==> src/rtl/lcd_pkg.sv <==
// lcd_pkg: shared definitions for the LCD digit writer.
//   - lcd_state_t  : top-level sequencing states
//   - xfer_phase_t : phases of one bus write in lcd_bus_xfer
//   - HD44780 command constants
//   - init_cmd()       : n-th command of the power-on initialisation
//   - digit_to_ascii() : hex digit 0..15 to '0'..'9','A'..'F'
package lcd_pkg;

    typedef enum logic [2:0] {
        ST_PWR_WAIT,
        ST_INIT_SEQ,
        ST_IDLE,
        ST_SET_ADDR,
        ST_WRITE_CHAR
    } lcd_state_t;

    typedef enum logic [1:0] {
        XF_IDLE,
        XF_SETUP,
        XF_PULSE,
        XF_WAIT
    } xfer_phase_t;

    localparam logic [7:0] LCD_FUNC_SET  = 8'h38;
    localparam logic [7:0] LCD_DISP_ON   = 8'h0C;
    localparam logic [7:0] LCD_ENTRY     = 8'h06;
    localparam logic [7:0] LCD_CLEAR     = 8'h01;
    localparam logic [7:0] LCD_SET_DDRAM = 8'h80;

    // Power-on command order: 8-bit/2-line, display on, auto-increment, clear.
    function automatic logic [7:0] init_cmd(input logic [1:0] idx);
        case (idx)
            2'd0:    return LCD_FUNC_SET;
            2'd1:    return LCD_DISP_ON;
            2'd2:    return LCD_ENTRY;
            default: return LCD_CLEAR;
        endcase
    endfunction

    function automatic logic [7:0] digit_to_ascii(input logic [3:0] v);
        if (v < 4'd10)
            return 8'h30 + {4'h0, v};
        else
            return 8'h41 + {4'h0, v - 4'd10};
    endfunction

endpackage

==> src/rtl/lcd_bus_xfer.sv <==
// lcd_bus_xfer: one HD44780 write cycle on the 8-bit parallel bus.
//   SETUP (RS/DATA driven, E low) -> PULSE (E high) -> WAIT (E low, settle).
// Ports:
//   i_clk, i_rst        : clock, asynchronous active-high reset
//   i_start             : launch a write (accepted when idle or on the done cycle)
//   i_rs, i_data        : register select and data byte, latched on start
//   i_long_wait         : use CLEAR_WAIT_CYC instead of CMD_WAIT_CYC for WAIT
//   o_done              : single-cycle pulse in the last WAIT cycle
//   o_rs, o_e, o_data   : registered LCD bus drivers
module lcd_bus_xfer
    import lcd_pkg::*;
#(
    parameter int SETUP_CYC      = 5,
    parameter int E_HIGH_CYC     = 25,
    parameter int CMD_WAIT_CYC   = 4000,
    parameter int CLEAR_WAIT_CYC = 160000,
    parameter int CNT_W          = 18
) (
    input  logic       i_clk,
    input  logic       i_rst,
    input  logic       i_start,
    input  logic       i_rs,
    input  logic [7:0] i_data,
    input  logic       i_long_wait,
    output logic       o_done,
    output logic       o_rs,
    output logic       o_e,
    output logic [7:0] o_data
);

    localparam logic [CNT_W-1:0] SETUP_LAST = CNT_W'(SETUP_CYC - 1);
    localparam logic [CNT_W-1:0] PULSE_LAST = CNT_W'(E_HIGH_CYC - 1);
    localparam logic [CNT_W-1:0] CMD_LAST   = CNT_W'(CMD_WAIT_CYC - 1);
    localparam logic [CNT_W-1:0] CLEAR_LAST = CNT_W'(CLEAR_WAIT_CYC - 1);

    xfer_phase_t      r_phase;
    xfer_phase_t      w_phase_nxt;
    logic [CNT_W-1:0] r_cnt;
    logic [CNT_W-1:0] w_cnt_nxt;
    logic [CNT_W-1:0] w_limit;
    logic             w_last;
    logic             w_accept;
    logic             r_rs;
    logic             r_e;
    logic [7:0]       r_data;
    logic             r_long;

    always_comb begin
        w_limit = '0;
        case (r_phase)
            XF_SETUP: w_limit = SETUP_LAST;
            XF_PULSE: w_limit = PULSE_LAST;
            XF_WAIT:  w_limit = r_long ? CLEAR_LAST : CMD_LAST;
            default:  w_limit = '0;
        endcase
    end

    assign w_last   = (r_cnt == w_limit);
    assign o_done   = (r_phase == XF_WAIT) && w_last;
    // Accepting on the done cycle lets back-to-back writes chain with no gap.
    assign w_accept = i_start && ((r_phase == XF_IDLE) || o_done);

    always_comb begin
        w_phase_nxt = r_phase;
        w_cnt_nxt   = r_cnt + 1'b1;
        if (w_accept) begin
            w_phase_nxt = XF_SETUP;
            w_cnt_nxt   = '0;
        end else begin
            case (r_phase)
                XF_IDLE: w_cnt_nxt = '0;
                XF_SETUP: if (w_last) begin
                    w_phase_nxt = XF_PULSE;
                    w_cnt_nxt   = '0;
                end
                XF_PULSE: if (w_last) begin
                    w_phase_nxt = XF_WAIT;
                    w_cnt_nxt   = '0;
                end
                XF_WAIT: if (w_last) begin
                    w_phase_nxt = XF_IDLE;
                    w_cnt_nxt   = '0;
                end
                default: begin
                    w_phase_nxt = XF_IDLE;
                    w_cnt_nxt   = '0;
                end
            endcase
        end
    end

    always_ff @(posedge i_clk or posedge i_rst) begin
        if (i_rst) begin
            r_phase <= XF_IDLE;
            r_cnt   <= '0;
            r_rs    <= 1'b0;
            r_data  <= 8'h00;
            r_long  <= 1'b0;
            r_e     <= 1'b0;
        end else begin
            r_phase <= w_phase_nxt;
            r_cnt   <= w_cnt_nxt;
            // E comes straight from a flop so the strobe is glitch-free.
            r_e     <= (w_phase_nxt == XF_PULSE);
            if (w_accept) begin
                r_rs   <= i_rs;
                r_data <= i_data;
                r_long <= i_long_wait;
            end
        end
    end

    assign o_rs   = r_rs;
    assign o_e    = r_e;
    assign o_data = r_data;

endmodule

==> src/rtl/lcd_digit_writer.sv <==
// lcd_digit_writer: writes hex digits 0..3 to an HD44780 character LCD.
// Holds a 4-entry {value, dirty} buffer, runs the power-on init sequence
// and refreshes dirty positions lowest-index first.
// Ports:
//   sysclk, INIT            : clock, asynchronous active-high reset
//   LCD_Enable, Num, LCD_Num: single-cycle digit update strobe
//   LCD_RS, LCD_RW, LCD_E,
//   LCD_DATA                : LCD parallel bus (write only)
//   Busy                    : not in IDLE
//   Ready                   : in IDLE with nothing pending
module lcd_digit_writer
    import lcd_pkg::*;
#(
    parameter int POWERON_CYC    = 1500000,
    parameter int SETUP_CYC      = 5,
    parameter int E_HIGH_CYC     = 25,
    parameter int CMD_WAIT_CYC   = 4000,
    parameter int CLEAR_WAIT_CYC = 160000,
    parameter int BASE_COL       = 0
) (
    input  logic       sysclk,
    input  logic       INIT,
    input  logic       LCD_Enable,
    input  logic [1:0] Num,
    input  logic [3:0] LCD_Num,
    output logic       LCD_RS,
    output logic       LCD_RW,
    output logic       LCD_E,
    output logic [7:0] LCD_DATA,
    output logic       Busy,
    output logic       Ready
);

    localparam int CNT_MAX = (POWERON_CYC > CLEAR_WAIT_CYC) ? POWERON_CYC : CLEAR_WAIT_CYC;
    localparam int CNT_W   = $clog2(CNT_MAX + 1);
    localparam logic [CNT_W-1:0] POWERON_LAST = CNT_W'(POWERON_CYC - 1);

    lcd_state_t       r_state;
    lcd_state_t       w_state_nxt;
    logic [CNT_W-1:0] r_pwr_cnt;
    logic [1:0]       r_init_idx;
    logic [3:0]       r_val [4];
    logic [3:0]       r_dirty;
    logic [3:0]       r_char;
    logic [1:0]       w_sel;
    logic             w_any_dirty;
    logic             w_take;
    logic             w_strobe_ok;
    logic             w_start;
    logic             w_xrs;
    logic [7:0]       w_xdata;
    logic             w_long;
    logic             w_done;

    assign w_any_dirty = |r_dirty;

    // Lowest-index dirty position wins.
    always_comb begin
        w_sel = 2'd0;
        for (int i = 3; i >= 0; i--) begin
            if (r_dirty[i]) w_sel = 2'(i);
        end
    end

    // Strobes are dropped until the display has been initialised.
    assign w_strobe_ok = LCD_Enable &&
                         (r_state != ST_PWR_WAIT) && (r_state != ST_INIT_SEQ);

    always_comb begin
        w_state_nxt = r_state;
        w_start     = 1'b0;
        w_xrs       = 1'b0;
        w_xdata     = 8'h00;
        w_take      = 1'b0;
        case (r_state)
            ST_PWR_WAIT: if (r_pwr_cnt == POWERON_LAST) begin
                w_start     = 1'b1;
                w_xdata     = init_cmd(2'd0);
                w_state_nxt = ST_INIT_SEQ;
            end
            ST_INIT_SEQ: if (w_done) begin
                if (r_init_idx == 2'd3) begin
                    w_state_nxt = ST_IDLE;
                end else begin
                    w_start = 1'b1;
                    w_xdata = init_cmd(r_init_idx + 2'd1);
                end
            end
            ST_IDLE: if (w_any_dirty) begin
                w_take      = 1'b1;
                w_start     = 1'b1;
                w_xdata     = LCD_SET_DDRAM | 8'(BASE_COL + int'(w_sel));
                w_state_nxt = ST_SET_ADDR;
            end
            ST_SET_ADDR: if (w_done) begin
                w_start     = 1'b1;
                w_xrs       = 1'b1;
                w_xdata     = digit_to_ascii(r_char);
                w_state_nxt = ST_WRITE_CHAR;
            end
            ST_WRITE_CHAR: if (w_done) begin
                w_state_nxt = ST_IDLE;
            end
            default: w_state_nxt = ST_PWR_WAIT;
        endcase
    end

    // Only the clear command needs the long settle time.
    assign w_long = !w_xrs && (w_xdata == LCD_CLEAR);

    always_ff @(posedge sysclk or posedge INIT) begin
        if (INIT) begin
            r_state    <= ST_PWR_WAIT;
            r_pwr_cnt  <= '0;
            r_init_idx <= 2'd0;
            r_dirty    <= 4'h0;
            r_char     <= 4'h0;
            for (int i = 0; i < 4; i++) r_val[i] <= 4'h0;
        end else begin
            r_state <= w_state_nxt;
            if ((r_state == ST_PWR_WAIT) && (r_pwr_cnt != POWERON_LAST))
                r_pwr_cnt <= r_pwr_cnt + 1'b1;
            if ((r_state == ST_INIT_SEQ) && w_done)
                r_init_idx <= r_init_idx + 2'd1;
            if (w_take) begin
                r_dirty[w_sel] <= 1'b0;
                r_char         <= r_val[w_sel];
            end
            // Placed after the clear so a same-cycle strobe keeps the entry dirty.
            if (w_strobe_ok) begin
                r_dirty[Num] <= 1'b1;
                r_val[Num]   <= LCD_Num;
            end
        end
    end

    lcd_bus_xfer #(
        .SETUP_CYC      (SETUP_CYC),
        .E_HIGH_CYC     (E_HIGH_CYC),
        .CMD_WAIT_CYC   (CMD_WAIT_CYC),
        .CLEAR_WAIT_CYC (CLEAR_WAIT_CYC),
        .CNT_W          (CNT_W)
    ) u_xfer (
        .i_clk       (sysclk),
        .i_rst       (INIT),
        .i_start     (w_start),
        .i_rs        (w_xrs),
        .i_data      (w_xdata),
        .i_long_wait (w_long),
        .o_done      (w_done),
        .o_rs        (LCD_RS),
        .o_e         (LCD_E),
        .o_data      (LCD_DATA)
    );

    assign LCD_RW = 1'b0;
    assign Busy   = (r_state != ST_IDLE);
    assign Ready  = (r_state == ST_IDLE) && !w_any_dirty;

endmodule
==> config.mk <==
export PLATFORM = sky130hd
export DESIGN_NAME = lcd_digit_writer
export DESIGN_NICKNAME = d
export VERILOG_FILES = /design/src/rtl/lcd_pkg.sv /design/src/rtl/lcd_bus_xfer.sv /design/src/rtl/lcd_digit_writer.sv
export SDC_FILE = /design/constraint.sdc
export NUM_CORES = 1
export LEC_CHECK = 0
export ABC_AREA = 1
export CORE_ASPECT_RATIO = 1.2
export CORE_MARGIN = 3
export CORE_UTILIZATION = 63
export CTS_BUF_LIST = sky130_fd_sc_hd__clkbuf_4
export CTS_CLUSTER_DIAMETER = 50
export DETAILED_ROUTE_END_ITERATION = 8
export PLACE_DENSITY = 0.83
export RECOVER_POWER = 25
export SLEW_MARGIN = 20
export SYNTH_ARGS = -nofsm -noshare
export SYNTH_HDL_FRONTEND = slang
export SYNTH_SLANG_ARGS = --single-unit
==> constraint.sdc <==
create_clock -name sysclk -period 3.6 [get_ports sysclk]
set_input_delay 0.54 -clock sysclk [delete_from_list [all_inputs] [get_ports sysclk]]
set_output_delay 0.54 -clock sysclk [all_outputs]
set_load 0.01 [all_outputs]
== Word-level counts from Yosys, hierarchy flattened ==
Cells that the tools add are included.

* Register bits: 84
* Bits of input ports: 9
* Output and inout bits: 13

* $add $sub $neg: 6
* Magnitude comparators: 8
* Equal/unequal tests: 23
* Muxes and demuxes: 49
* Bitwise operators: 5
* Reduce and logical (&&, ||, !) cells: 21

{| class="wikitable"
|+ Operator list
! operator !! count
|-
| $pmux W21 S3 || 1
|-
| $add A21 B1 Y21 const B || 2
|-
| $mux W21 || 2
|-
| $pmux W21 S2 || 1
|-
| $pmux W8 S4 || 1
|-
| $mux W8 || 3
|-
| $eq A21 B21 Y1 || 1
|-
| $eq A21 B21 Y1 const B || 1
|-
| $ne A21 B21 Y1 const B || 1
|-
| $mux W4 || 5
|-
| $mux W18 || 1
|-
| $mux W3 || 6
|-
| $mux W6 || 3
|-
| $pmux W6 S3 || 1
|-
| $bwmux W16 || 1
|-
| $mux W2 || 8
|-
| $pmux W3 S5 || 1
|-
| $logic_and A1 B1 Y1 || 11
|-
| $eq A2 B2 Y1 const B || 5
|-
| $mux W1 || 9
|-
| $add A7 B4 Y8 const A || 1
|-
| $bmux W4 S2 || 1
|-
| $demux W4 S2 || 1
|-
| $eq A8 B1 Y1 const B || 1
|-
| other kinds (31) || 44
|}

== Logic depth before layout (Yosys ltp) ==
* Depth in word-level cells: 13
* Depth in mapped cells: 16
* Depth with buffers taken out: 16

== Hierarchy ==
A second synthesis with hierarchy kept.

* Cells, all modules: 669
* Area, all modules: 4936.0 um2

{| class="wikitable"
|+ Modules (own cells, without submodules)
! module !! instances !! cells an instance !! area an instance (um2)
|-
| lcd_digit_writer || 1 || 419 || 3047.9
|-
| lcd_bus_xfer || 1 || 250 || 1888.1
|}

== Worst setup path after synthesis ==
No wires, ideal clock.

* Path kind: reg-to-reg
* Start: register u_xfer.r_cnt[0]
* End: register u_xfer.r_cnt[20]
* Data arrival time: 1706 ps
* Required time: 3469 ps
* Path slack: 1763 ps
* Cell stages (with the launch flop): 13
* Path buffers: 0
* Cell sequence: dfrtp_1 > ha_1 > nand2_1 > nor2_1 > inv_1 > nor2_1 > inv_1 > nor3_2 > nand2_1 > nor3_1 > nand2_1 > xor2_1 > nor2_1

* Longest elaborated chain between the ends: 6
* Elaborated cells on any way between the ends: 11
* Classes of those cells: 1 x add/sub; 1 x eq/ne; 6 x mux; 3 x reduce/logical

{| class="wikitable"
|+ RTL lines
! element !! RTL line !! RTL
|-
| start: declaration || lcd_bus_xfer.sv:38 || <nowiki>logic [CNT_W-1:0] r_cnt;</nowiki>
|-
| start signal: assignment || lcd_bus_xfer.sv:102 || <nowiki>r_cnt <= w_cnt_nxt;</nowiki>
|-
| branches (longest 5 deep; another with $add A21 B1 Y21) || -- ||
|-
| $mux W21 * || lcd_bus_xfer.sv:66 || <nowiki>if (w_accept) begin</nowiki>
|-
| net u_xfer.w_cnt_nxt[20] || lcd_bus_xfer.sv:39 || <nowiki>logic [CNT_W-1:0] w_cnt_nxt;</nowiki>
|}

Mark *: on every way through the listed nets, which the timed path passes.
A chain may end at the register's enable or synchronous reset.

==> results.md <==
- Pre-CTS WS: 1.397 ns
- Commonest non-fill, non-tap cell in the layout: nand2_1
- Gate Count Post-Synth: 577
- Post-synth top area cell: dfrtp_1
- Most used cells in the layout excluding fill and tap cells: nand2_1 (125), nor2_1 (92), dfrtp_1 (84)
- Clock root buffer: clkbuf_4
- Unrepaired setup endpoints after global routing: false
- XOR/XNOR share of the synthesized area: 6.670%
- Clock-pin slew on the worst setup and hold paths: 0.14 ns
- Layout cells sized above 1: 8.033%
- Post_cts resized: 0
- Fin. max-slew vios: 37
- Crit Reg-Reg Endpoint: r_pwr_cnt[16]
- Min-delay src: u_xfer.o_rs
- Main combinational cell family by area after synthesis: simple AND/OR/NAND/NOR gates
- Setup bufs post-CTS: 0
- Ant. Diodes: 0
- Max cap viols: 1
- Initial core utilization: 65.86%
- FILL cells: 541
- Total GRT Usage: 23.98%
- P_leak: 2.460 nW
- Sw frac: 24.09%
- Internal power: 1.175 mW
- Slew at the pin with the worst max-slew slack: 1.578 ns
- Max Clock Skew: 0.01384 ns
- First-pass GRT wire length: 16360 um
- CTS tree: done
- Combinational group share of total power: 2.4%
- Synthesized Nets: 596
- H-tree depth: 3
- CTS sink cnt: 84
- TNS Setup: 0 ns
- Crit path kind: input port to async pin
- Cts bufs inserted: 9
- Max layer used: met4
- Endpoint type of the worst setup path: async pin
- Setup violators final: 0
- Critical Path Fanout Max: 36
- Post-synth top area share: 45.74%
- Post-synth EDFFs: 0
- Largest net degree at the start of global routing: 37
- Hold EP: u_xfer.o_rs
- Sw Pwr: 373.0 uW
- Number of global-route vias before repair: 3786
- FP Rows: 33
- Layout area overhead: 9.529%
- WL final: 9195 um
- # port buffers: 20
- Post-synthesis mux area share: 0.9801%
- # IOs: 22
- Tot Pwr: 1.548 mW
- Clock Latency Late Sink: 0.43 ns
- Met1 WL: 4101 um
- Hold crit path type: flop to flop
- Area contributors post-synth: dfrtp_1 (46%), nand2_1 (10%), nor2_1 (7.5%)
- Die height: 99.56 um
- FMAX: 378.6 MHz
- Synth Flop Type: dfrtp_1
- Post-synthesis simple-gate area fraction: 30.33%
- Worst R2R Setup Slack: 1.38 ns
- Status: complete, but fails checks
- DRC viols: 0
- Area of the core: 6978 um^2
- CTS Hold Bufs: 0
- Fraction of the mapped netlist area in compound gates: 7.133%
- DRT Pass-1 Iters: 5
- Register area share after synthesis: 45.74%
- Syn. warnings: 0
- Hold path cells: 2
- Setup crit start kind: input port
- Average size of a mapped cell: 7.965 um^2
- Async SR Flop Fraction: 100.0%
- Minimum clock period: 2.641 ns
- Total gr overflow: 0
- Detailed Place HPWL: 7037 um
- Initial antenna violation count: 0
- Antenna-violating nets left: 0
- Unique masters post-synth: 40
- Die X: 83.97 um
- Clk buf depth: 2
- Slew margin rel.: -5.768%
- Power Density: 307.6 nW/um^2
- CP Data Arrival Time: 3.00 ns
- Synthesized area: 4596 um^2
- Area share of fa/ha/maj cells after synthesis: 2.723%
- Final worst slack: 0.9589 ns
- Worst R2R Path Depth: 10
- Synthesized flop and latch total: 84
- Clock Power Share: 36.2%
- 1st-iter DRT viols: 227
- Fin crit share: 73.36%
- Sequential Power Share: 61.4%
- Routability cong.: 0.8721
- Total die area: 8360 um^2
- # nets final: 624
- Vias post-DR: 3770
- Layout Utilization: 72.14%
- Metal3 WL: 349 um
- Worst VDD drop: 0.2308 mV
- Failing checks: max-capacitance violations, max-slew violations
- CP Data Required Time: 3.96 ns
- Drt via density: 5.409
- WL per Instance: 13.19 um
- Reg-to-reg startpoint: r_pwr_cnt[0]
- Met2 routed WL: 4472 um
- Final Hold Violating Endpoints: 0
## metrics by stage
stage	std cells	area (um^2)	hold WS [ns]
finish	697	5034	0.4953
global placement	681	4893	0.4589
detailed placement	681	4893	0.4666
floorplan	577	4596	0.4479
global route	697	5034	0.5224
CTS	697	5037	0.4676
## power groups by stage
stage	Sequential [mW]	Combinational (mW)	Clock, mW
2_1_floorplan	0.968	0.0216	0
3_3_place_gp	0.968	0.0378	0
3_5_place_dp	0.968	0.0392	0
4_1_cts	0.950	0.0393	0.572
5_1_grt	0.952	0.0436	0.616
6_report	0.951	0.0372	0.560
## worst max-delay path, stage by stage
cell	delay [ns]
dlygate4sd3_1	0.54
clkinvlp_2	0.92
clkbuf_1	0.98
## sequential cells by signal, summed over array words and instances, names as in the netlist
| register | count |
|---|---|
| r_pwr_cnt | 21 |
| u_xfer.r_cnt | 21 |
| r_val | 16 |
| u_xfer.o_data | 8 |
| r_char | 4 |
| r_dirty | 4 |
| r_state | 3 |
| r_init_idx | 2 |
| u_xfer.r_phase | 2 |
| u_xfer.o_e | 1 |
| u_xfer.o_rs | 1 |
| u_xfer.r_long | 1 |
## cells by family (layout without fill, tap and decap cells)
family	after synthesis	after routing
AOI/OAI and AO/OA	58	58
muxes	4	4
adders and majority gates	10	10
and+or+nand+nor	311	311
DFF	84	84
other	1	1
xor gates and xnor gates	35	35
buffers and inverters	74	107
## layout make-up
class | instances | area, um^2 | area share (%)
multi-input combinational | 419 | 2202 | 43.75
sequential | 84 | 2102 | 41.76
inverter | 69 | 265.3 | 5.270
timing repair buffer | 22 | 211.5 | 4.201
tap | 87 | 108.9 | 2.163
clock inverter | 7 | 76.32 | 1.516
clock buffer | 9 | 67.56 | 1.342
## Yosys cell counts, types with 4 or more instances
library cell and count:
nand2_1 125, buf_2 4, nand3_1 34, xnor2_1 8, nand2_2 6, dfrtp_1 84
o21ai_0 30, nor2_1 92, nor4_1 6, mux2_2 4, xor2_1 27, ha_1 10
nor3_1 19, nand4_1 10, nor2_2 5, inv_1 65, a21oi_1 12
## worst max path at each step
| stage | to | startpoint | cells after the start | slack, ns |
|---|---|---|---|---|
| 6_report | u_xfer.r_cnt[0] | INIT | 3 | 0.96 |
| 5_1_grt | u_xfer.r_cnt[0] | INIT | 3 | 0.53 |
| 4_1_cts | Ready | r_state[2] | 4 | 1.01 |
| 3_5_place_dp | r_pwr_cnt[16] | r_pwr_cnt[0] | 10 | 1.40 |
| 3_3_place_gp | u_xfer.o_e | u_xfer.r_phase[1] | 10 | 1.52 |
| 2_1_floorplan | r_char[0] | INIT | 1 | 0.89 |
## metal layers
metal / track usage [%] / vias to the layer above
met5: 0 / -
met4: 12.50 / 0
met3: 3.894 / 30
met2: 40.72 / 88
met1: 29.50 / 1741
li1: - / 1911
Note: power is estimated with default switching activity, not from simulation.
